--- src/rtl/rf_arbiter_if.sv ---
// Request/response bundle between two requesters and the register-file arbiter.
// Latency: none (wires only).
// Backpressure: none; each requester holds req until its ack pulse and then drops or re-issues it.
//
// Signals (master = requester side, slave = arbiter side):
//   req0/req1     request from requester 0/1
//   we0/we1       1 = write, 0 = read
//   addr0/addr1   register index 0-7
//   wdata0/wdata1 write data
//   ack0/ack1     one-cycle completion pulse
//   rdata0/rdata1 last read result per requester
//   busy          arbiter is working on an access
interface rf_arbiter_if;
    logic        req0;
    logic        req1;
    logic        we0;
    logic        we1;
    logic [2:0]  addr0;
    logic [2:0]  addr1;
    logic [31:0] wdata0;
    logic [31:0] wdata1;
    logic        ack0;
    logic        ack1;
    logic [31:0] rdata0;
    logic [31:0] rdata1;
    logic        busy;

    modport master (
        output req0, req1, we0, we1, addr0, addr1, wdata0, wdata1,
        input  ack0, ack1, rdata0, rdata1, busy
    );

    modport slave (
        input  req0, req1, we0, we1, addr0, addr1, wdata0, wdata1,
        output ack0, ack1, rdata0, rdata1, busy
    );
endinterface

--- src/rtl/rf_arbiter.sv ---
// Two-requester round-robin arbiter in front of an 8 x 32-bit register file with one shared port.
// Latency: req sampled at edge N, ack pulses in the cycle after edge N+1; one access per 3 cycles.
// Backpressure: requests are only sampled in IDLE; a losing or late request stays pending while held.
//
// Ports:
//   clk      single clock, rising edge
//   reset_n  asynchronous active-low reset
//   bus      rf_arbiter_if.slave (req/we/addr/wdata in, ack/rdata/busy out)
//
// Build option: define RF_ZERO_REG_EN to hardwire register 0 to zero (writes to it are
// acknowledged but dropped, reads of it return 0). Undefined, register 0 is ordinary.
module rf_arbiter (
    input  logic        clk,
    input  logic        reset_n,
    rf_arbiter_if.slave bus
);

    typedef enum logic [1:0] {
        ST_IDLE   = 2'd0,
        ST_ACCESS = 2'd1,
        ST_DONE   = 2'd2
    } state_t;

    state_t      r_state;
    state_t      w_state_nxt;

    // Round-robin pointer: which requester wins when both ask at once.
    logic        r_ptr;

    // Command captured from the winner at the IDLE->ACCESS edge.
    logic        r_win;
    logic        r_we;
    logic [2:0]  r_addr;
    logic [31:0] r_wdata;

    logic [31:0] r_rf [8];
    logic [31:0] r_rdata0;
    logic [31:0] r_rdata1;

    logic        w_any_req;
    logic        w_win;
    logic        w_sel_we;
    logic [2:0]  w_sel_addr;
    logic [31:0] w_sel_wdata;
    logic        w_start;
    logic        w_commit;
    logic        w_ack0;
    logic        w_ack1;
    logic        w_busy;
    logic        w_wr_ok;
    logic [31:0] w_rd_val;

    assign w_any_req = bus.req0 | bus.req1;

    // Pointer only matters on a true collision; a lone requester always wins.
    always_comb begin
        w_win = 1'b0;
        if (bus.req0 && bus.req1) begin
            w_win = r_ptr;
        end else if (bus.req1) begin
            w_win = 1'b1;
        end
    end

    assign w_sel_we    = w_win ? bus.we1    : bus.we0;
    assign w_sel_addr  = w_win ? bus.addr1  : bus.addr0;
    assign w_sel_wdata = w_win ? bus.wdata1 : bus.wdata0;

    //------------------------------------------------------------------
    // FSM: state register
    //------------------------------------------------------------------
    always_ff @(posedge clk or negedge reset_n) begin
        if (!reset_n) begin
            r_state <= ST_IDLE;
        end else begin
            r_state <= w_state_nxt;
        end
    end

    //------------------------------------------------------------------
    // FSM: next state and decoded controls
    //------------------------------------------------------------------
    always_comb begin
        w_state_nxt = r_state;
        w_start     = 1'b0;
        w_commit    = 1'b0;
        w_ack0      = 1'b0;
        w_ack1      = 1'b0;
        w_busy      = 1'b1;
        case (r_state)
            ST_IDLE: begin
                w_busy = 1'b0;
                if (w_any_req) begin
                    w_start     = 1'b1;
                    w_state_nxt = ST_ACCESS;
                end
            end
            ST_ACCESS: begin
                // The register file is touched on the edge leaving ACCESS, so a
                // reset that lands during ACCESS cancels the whole operation.
                w_commit    = 1'b1;
                w_state_nxt = ST_DONE;
            end
            ST_DONE: begin
                w_ack0      = ~r_win;
                w_ack1      = r_win;
                w_state_nxt = ST_IDLE;
            end
            default: begin
                w_busy      = 1'b0;
                w_state_nxt = ST_IDLE;
            end
        endcase
    end

    //------------------------------------------------------------------
    // Command capture; the winner's inputs are ignored after this edge.
    //------------------------------------------------------------------
    always_ff @(posedge clk or negedge reset_n) begin
        if (!reset_n) begin
            r_win   <= 1'b0;
            r_we    <= 1'b0;
            r_addr  <= '0;
            r_wdata <= '0;
        end else if (w_start) begin
            r_win   <= w_win;
            r_we    <= w_sel_we;
            r_addr  <= w_sel_addr;
            r_wdata <= w_sel_wdata;
        end
    end

    // Hand priority to the requester that was not just served.
    always_ff @(posedge clk or negedge reset_n) begin
        if (!reset_n) begin
            r_ptr <= 1'b0;
        end else if (w_commit) begin
            r_ptr <= ~r_win;
        end
    end

    //------------------------------------------------------------------
    // Register file and optional zero register
    //------------------------------------------------------------------
`ifdef RF_ZERO_REG_EN
    assign w_wr_ok  = (r_addr != 3'd0);
    assign w_rd_val = (r_addr == 3'd0) ? 32'd0 : r_rf[r_addr];
`else
    assign w_wr_ok  = 1'b1;
    assign w_rd_val = r_rf[r_addr];
`endif

    always_ff @(posedge clk or negedge reset_n) begin
        if (!reset_n) begin
            for (int i = 0; i < 8; i++) begin
                r_rf[i] <= '0;
            end
        end else if (w_commit && r_we && w_wr_ok) begin
            r_rf[r_addr] <= r_wdata;
        end
    end

    // Each rdata holds until that requester's next read; writes leave it alone.
    always_ff @(posedge clk or negedge reset_n) begin
        if (!reset_n) begin
            r_rdata0 <= '0;
            r_rdata1 <= '0;
        end else if (w_commit && !r_we) begin
            if (r_win) begin
                r_rdata1 <= w_rd_val;
            end else begin
                r_rdata0 <= w_rd_val;
            end
        end
    end

    //------------------------------------------------------------------
    // Outputs
    //------------------------------------------------------------------
    assign bus.ack0   = w_ack0;
    assign bus.ack1   = w_ack1;
    assign bus.busy   = w_busy;
    assign bus.rdata0 = r_rdata0;
    assign bus.rdata1 = r_rdata1;

endmodule

--- src/flat_wrapper.sv ---
// flat-port wrapper written by rule: the top's interface ports become plain ports
module rf_arbiter_flat 
  (clk, reset_n, bus_req0, bus_req1, bus_we0, bus_we1, bus_addr0, bus_addr1, bus_wdata0, bus_wdata1, bus_ack0, bus_ack1, bus_rdata0, bus_rdata1, bus_busy);
  rf_arbiter_if bus_i ();
  input  logic clk;
  input  logic reset_n;
  input wire logic [$bits(bus_i.req0)-1:0] bus_req0;
  input wire logic [$bits(bus_i.req1)-1:0] bus_req1;
  input wire logic [$bits(bus_i.we0)-1:0] bus_we0;
  input wire logic [$bits(bus_i.we1)-1:0] bus_we1;
  input wire logic [$bits(bus_i.addr0)-1:0] bus_addr0;
  input wire logic [$bits(bus_i.addr1)-1:0] bus_addr1;
  input wire logic [$bits(bus_i.wdata0)-1:0] bus_wdata0;
  input wire logic [$bits(bus_i.wdata1)-1:0] bus_wdata1;
  output wire logic [$bits(bus_i.ack0)-1:0] bus_ack0;
  output wire logic [$bits(bus_i.ack1)-1:0] bus_ack1;
  output wire logic [$bits(bus_i.rdata0)-1:0] bus_rdata0;
  output wire logic [$bits(bus_i.rdata1)-1:0] bus_rdata1;
  output wire logic [$bits(bus_i.busy)-1:0] bus_busy;
  assign bus_i.req0 = bus_req0;
  assign bus_i.req1 = bus_req1;
  assign bus_i.we0 = bus_we0;
  assign bus_i.we1 = bus_we1;
  assign bus_i.addr0 = bus_addr0;
  assign bus_i.addr1 = bus_addr1;
  assign bus_i.wdata0 = bus_wdata0;
  assign bus_i.wdata1 = bus_wdata1;
  assign bus_ack0 = bus_i.ack0;
  assign bus_ack1 = bus_i.ack1;
  assign bus_rdata0 = bus_i.rdata0;
  assign bus_rdata1 = bus_i.rdata1;
  assign bus_busy = bus_i.busy;
  rf_arbiter u_core (.clk(clk), .reset_n(reset_n), .bus(bus_i));
endmodule
--- config.mk ---
export PLATFORM = sky130hd
export DESIGN_NAME = rf_arbiter_flat
export DESIGN_NICKNAME = d
export VERILOG_FILES = /design/src/rtl/rf_arbiter_if.sv /design/src/rtl/rf_arbiter.sv /design/src/flat_wrapper.sv
export SDC_FILE = /design/constraint.sdc
export NUM_CORES = 1
export LEC_CHECK = 0
export BUFFER_PORTS_ARGS = -buffer_cell sky130_fd_sc_hd__buf_2
export CORE_ASPECT_RATIO = 0.5
export CORE_UTILIZATION = 60
export DETAILED_ROUTE_END_ITERATION = 12
export PLACE_DENSITY = 0.82
export SLEW_MARGIN = 10
export SYNTH_ARGS = -nofsm -noshare
export SYNTH_HDL_FRONTEND = slang
export SYNTH_SLANG_ARGS = --single-unit
--- constraint.sdc ---
create_clock -name clk -period 2.1 [get_ports clk]
set_input_delay 0.42 -clock clk [delete_from_list [all_inputs] [get_ports clk]]
set_output_delay 0.42 -clock clk [all_outputs]
set_load 0.05 [all_outputs]
== Word level (Yosys, flattened, before mapping) ==
Index checks and enable logic that the tools add are counted.
Cells by class
  magnitude comparators: 2
  divide/modulo/power cells: 0
  reduce and logical (&&, ||, !) cells: 9
  $mul: 0
  shifts and indexed selects: 0
  muxes and demuxes: 19
  bitwise operators: 3
  add/subtract/negate cells: 0
  equality and inequality tests: 3
Operators with widths (count)
  bitwise mux 256 bit: 1
  two-way mux 32 bit: 4
  binary-select mux 32 bit (select 3 bit): 1
  demux 32 bit (select 3 bit): 1
  two-way mux 1 bit: 9
  greater-or-equal comparator 4 bit (second input constant): 1
  logical AND 1 bit: 4
  less-than comparator 4 x 1 -> 1 bit (second input constant): 1
  NOT 3 -> 4 bit: 1
  one-hot mux 2 bit (2 select lines): 1
  AND reduction 2 bit: 2
  two-way mux 3 bit: 1
  == test 2 x 1 -> 1 bit (second input constant): 1
  == test 2 bit (second input constant): 1
  logical NOT 2 bit: 1
  two-way mux 2 bit: 1
  inequality test 2 x 1 -> 1 bit (second input constant): 1
  OR reduction 2 bit: 1
  logical NOT 1 bit: 1
  NOT 1 bit: 1
  OR 1 bit: 1
Word-level totals
  bits in writable memories: 0
  bits in registers: 360
  bits in latches: 0
  bits in read-only memories: 0
  bits of input ports: 76
  memories kept: 0
  output and inout bits: 67

== Logic depth before layout (Yosys ltp) ==
  depth in word-level cells: 6
  depth in mapped cells: 7
  mapped depth without buffers: 5

== Least setup slack after synthesis ==
Ideal clock, no wire load.
  path kind: register to output
  start point: register u_core.r_state[0]
  end point: output port bus_ack0
  path buffers: 0
  path slack: 350 ps
  data arrival time: 1330 ps
  cell stages (with the launch flop): 4
  data required time: 1680 ps
  path through: dfrtp_1 -> inv_1 -> ha_1 -> nor2b_1
Between the ends
  longest elaborated chain between the ends: 2
Ends and longest elaborated chain
  start: declaration: line rf_arbiter.sv:24  | state_t r_state;
  start signal: assignment: line rf_arbiter.sv:76  | r_state <= w_state_nxt;
  == test 2 bit: line rf_arbiter.sv:90  | case (r_state)
  two-way mux 1 bit: line rf_arbiter.sv:90
  end: declaration: line flat_wrapper.sv:15  | output wire logic [$bits(bus_i.ack0)-1:0] bus_ack0;
Every way passes these cells.

== Final worst setup path ==
  start point: register u_core.r_state[0]
  end point: output port bus_busy
Between the ends
  longest elaborated chain between the ends: 3
  elaborated cells on any way between the ends: 4
Ends and longest elaborated chain
  == test 2 bit / == test 2 x 1 -> 1 bit (equally long branches): line rf_arbiter.sv:90
  OR reduction 2 bit (no line) *
  two-way mux 1 bit *: line rf_arbiter.sv:90
  end: declaration: line flat_wrapper.sv:19  | output wire logic [$bits(bus_i.busy)-1:0] bus_busy;
Every way passes the cells marked *; elsewhere a longest branch is shown, timed or not.

==> results.tsv <==
stage	metric	value	unit
timing	Fin. Hold Viols	0	
worst_setup_path	Setup crit end	bus_busy	
worst_setup_path	CP Launch Point	u_core.r_state[0]$_DFFE_PN0P_	
min_path	HP Start	bus_wdata0[24]	
final_layout	post-route cell area	18500	um2
clock_tree	number of setup buffers added after CTS	0	
synth	syn nets	1287	
clock_tree	H-tree depth	1	
placement	GP Congestion	0.809	
clock_tree	CTS tree	yes	
clock_tree	total CTS buffers	31	
clock_tree	Worst-path clk slew	0.07	ns
worst_setup_path	CP cell instances	inv_2 > ha_1 > buf_2	
worst_setup_path	cell depth of the worst setup path	3	
floorplanning	starting density of the core	62.5	%
timing	Setup Skew	0.0132	ns
detailed_routing	DRT Pass-1 Iters	7	
floorplanning	Die Y	118	um
worst_setup_path	Critical R2R Capture	u_core.r_rf[162]$_DFFE_PN0P_	
pwr	Lkg Pwr	0.00838	uW
detailed_routing	WL/cell	22.8	um
timing	Slew headroom	66.4	%
timing	Max Slew Vio Count	0	
detailed_routing	Initial DRC Count	816	
pwr	VDD IR-drop max	0.936	mV
timing	setup_tns	0	ns
final_layout	Layout area overhead	15.0	%
worst_setup_path	CP Data Required Time	1.68	ns
floorplanning	row count	41	
clock_tree	clk root buf	clkbuf_16	
floorplanning	Die Area	27500	um2
synth	synthesized area per cell	13.3	um2
worst_setup_path	reg2reg setup slack	0.10	ns
grt	largest net degree at the start of global routing	81	
timing	fin crit period	2.04	ns
detailed_routing	drt total wl	39000	um
final_layout	register area	9010	um2
worst_setup_path	r2r worst-path depth	6	
final_layout	footprint of the multi-input gates	6480	um2
final_layout	Final nets	1426	
detailed_routing	DRC viols	0	
grt	global route overflow	0	
floorplanning	die width	234	um
final_layout	share of layout cells above drive strength 1	37.4	%
placement	Port Buffers	142	
grt	first-pass GRT wire length	62400	um
clock_tree	Clock Latency Late Sink	0.57	ns
worst_setup_path	Crit-path slowest cell	dfrtp_1	
worst_setup_path	CP bufs+invs	2	
synth	Post-Syn Instances	1207	
floorplanning	Core Area	25800	um2
worst_setup_path	Worst setup SP type	flip-flop	
job	Max-Cap Viols	0	
clock_tree	CTS Sinks	360	
detailed_routing	post-route ant nets	0	
clock_tree	Clock Tree Buf Depth	3	
synth	Mapped Area	16100	um2
synth	Netlist cell types	31	
floorplanning	Ports	143	
grt	initial antenna violation count	1	
final_layout	Filler cells	1645	
timing	period utilisation layout	97.3	%
worst_setup_path	CP endpoint kind	output port	
timing	RSZ-0062 raised after global routing	no	
synth	Yosys warnings	0	
worst_setup_path	R2R Path Start	u_core.r_state[1]$_DFFE_PN0P_	
worst_setup_path	CP delay by family, top	flip-flops	
status	status	finished, final reports clean	
timing	Final setup viols	0	
final_layout	ANT cells	0	
min_path	hold crit path type	in2reg	
worst_setup_path	Worst Path Arrival	1.62	ns
timing	Min Hold Slack	0.119	ns
timing	Peak Freq	0.489	GHz
grt	number of global-route vias before repair	11424	
worst_setup_path	CP Max Fanout	3	
pwr	Pwr Density	1770	nW/um2
worst_setup_path	Setup CP Type	reg2out	
synth	register area share after synthesis	55.9	%
placement	Area after DPL	17400	um2
placement	Post-DP HPWL	25300	um
detailed_routing	via count	10697	
worst_setup_path	Largest stage delay, worst path	0.41	ns
detailed_routing	vias per inst	6.24	
timing	Tightest Pin Transition	0.504	ns
synth	Yosys reg bits	360	
grt	GR Util All Layers	29.2	%
-- layout by cell type, fill, tap and decap left out, types with 2 or more instances in the layout --
master / count
buf_12: 24
clkbuf_8: 10
inv_1: 4
nand2_1: 2
mux2_2: 245
o22a_1: 64
buf_2: 139
mux2i_1: 128
ha_1: 4
clkbuf_16: 31
nor2_1: 102
buf_4: 30
dfrtp_1: 359
nor2_4: 8
clkinv_2: 5
nand3b_1: 36
a21oi_1: 2
a31oi_1: 100
bufinv_16: 5
clkbuf_1: 4
nand2b_2: 2
mux2_1: 12
buf_6: 2
o21ai_0: 35
-- cells in the mapped netlist --
library cell	count	area, um2
buf_4	12	90.1
a21oi_1	2	10.0
buf_6	28	315
nand3b_4	1	20.0
nor2b_1	2	12.5
mux2i_1	128	1280
nand2b_1	2	12.5
nand2_1	2	7.51
inv_1	5	18.8
o21a_1	1	7.51
clkbuf_2	2	10.0
and3b_1	1	8.76
buf_1	6	22.5
nand3_4	1	17.5
mux2_2	245	2760
buf_2	16	80.1
nor2_4	8	90.1
or2_0	1	6.26
mux2_1	12	135
nor3b_1	1	7.51
nor2_1	102	383
o22a_1	64	561
o21ai_0	35	175
ha_1	4	50.1
o21ai_1	1	5.00
a31oi_1	100	626
and2_1	1	6.26
clkbuf_1	27	101
dfrtp_1	360	9010
o32ai_1	1	8.76
nand3b_1	36	270
-- worst min path at each step --
stage / to / slack (ns) / cells past startpoint
after detailed placement: u_core.r_rf[61]$_DFFE_PN0P_ / 0.34 / 1
after CTS: u_core.r_wdata[25]$_DFFE_PN0P_ / 0.11 / 3
final: u_core.r_wdata[24]$_DFFE_PN0P_ / 0.12 / 3
after floorplan: u_core.bus.rdata0[0]$_DFFE_PN0P_ / 0.12 / 0
after global placement: u_core.r_rf[90]$_DFFE_PN0P_ / 0.34 / 1
after global routing: u_core.r_wdata[18]$_DFFE_PN0P_ / 0.11 / 3
-- worst reg2reg max path, delay by kind of cell (launching register included) --
| kind | cells | cell delay [ns] |
|---|---|---|
| flops | 1 | 0.40 |
| buf+inv | 2 | 0.36 |
| simple gates | 2 | 0.37 |
| fa+ha+maj | 1 | 0.36 |
| mux | 1 | 0.39 |
-- through the flow --
step                      util (%)  total power (uW)  cells  worst slack (ns)
final                         71.9             32700   1714            0.0561
after global placement        67.4             25400   1656             0.232
after CTS                     71.9             32700   1714            0.0149
after global routing          71.9             34300   1714           0.00244
after detailed placement      67.4             26300   1656             0.168
after floorplan                  -             22300   1207             0.350
-- final cells by class --
type	instances	area share [%]
Sequential cell	360	48.7
Multi-Input combinational cell	751	35.0
Timing Repair Buffer	197	7.82
Clock buffer	45	5.01
Tap cell	344	2.32
Clock inverter	12	1.07
Inverter	5	0.101
-- flip-flops by register name, summed over array words and instances (netlist names) --
signal	flops
u_core.r_we	1
u_core.r_state	2
u_core.bus.rdata0	32
u_core.r_rf	256
u_core.bus.rdata1	32
u_core.r_addr	3
u_core.r_ptr	1
u_core.r_wdata	32
u_core.r_win	1
-- kinds of logic (layout without fill, tap and decap cells) --
family / Yosys count / count (layout) / share of synthesized area [%]
multiplexers: 385 / 385 / 25.9
flip-flops: 360 / 360 / 55.9
AO/OA/AOI/OAI: 204 / 204 / 8.65
AND/OR/NAND/NOR: 158 / 158 / 5.23
buffers and inverters: 96 / 259 / 3.96
adder cells (fa/ha/maj): 4 / 4 / 0.311
-- report_power, final --
| part | switching, uW | internal (uW) |
|---|---|---|
| registers | 2700 | 10300 |
| clock network | 2570 | 3680 |
| logic | 7750 | 5740 |
-- routing by layer --
layer	part of all wire [%]	up-vias	GRT usage [%]
met5	0	-	0
met4	2.2	0	7.59
met3	6.3	82	6.23
met2	50	334	48.4
met1	42	5602	39.2
li1	-	4679	-
-- repair_timing --
item	4_1_cts	5_1_grt
endpoints found under the setup margin	2	2
endpoints found under the hold margin	33	0
resized for setup	2	4
pin swaps	0	0
hold buffers	1	0
Power figures use the tool's default switching activity.
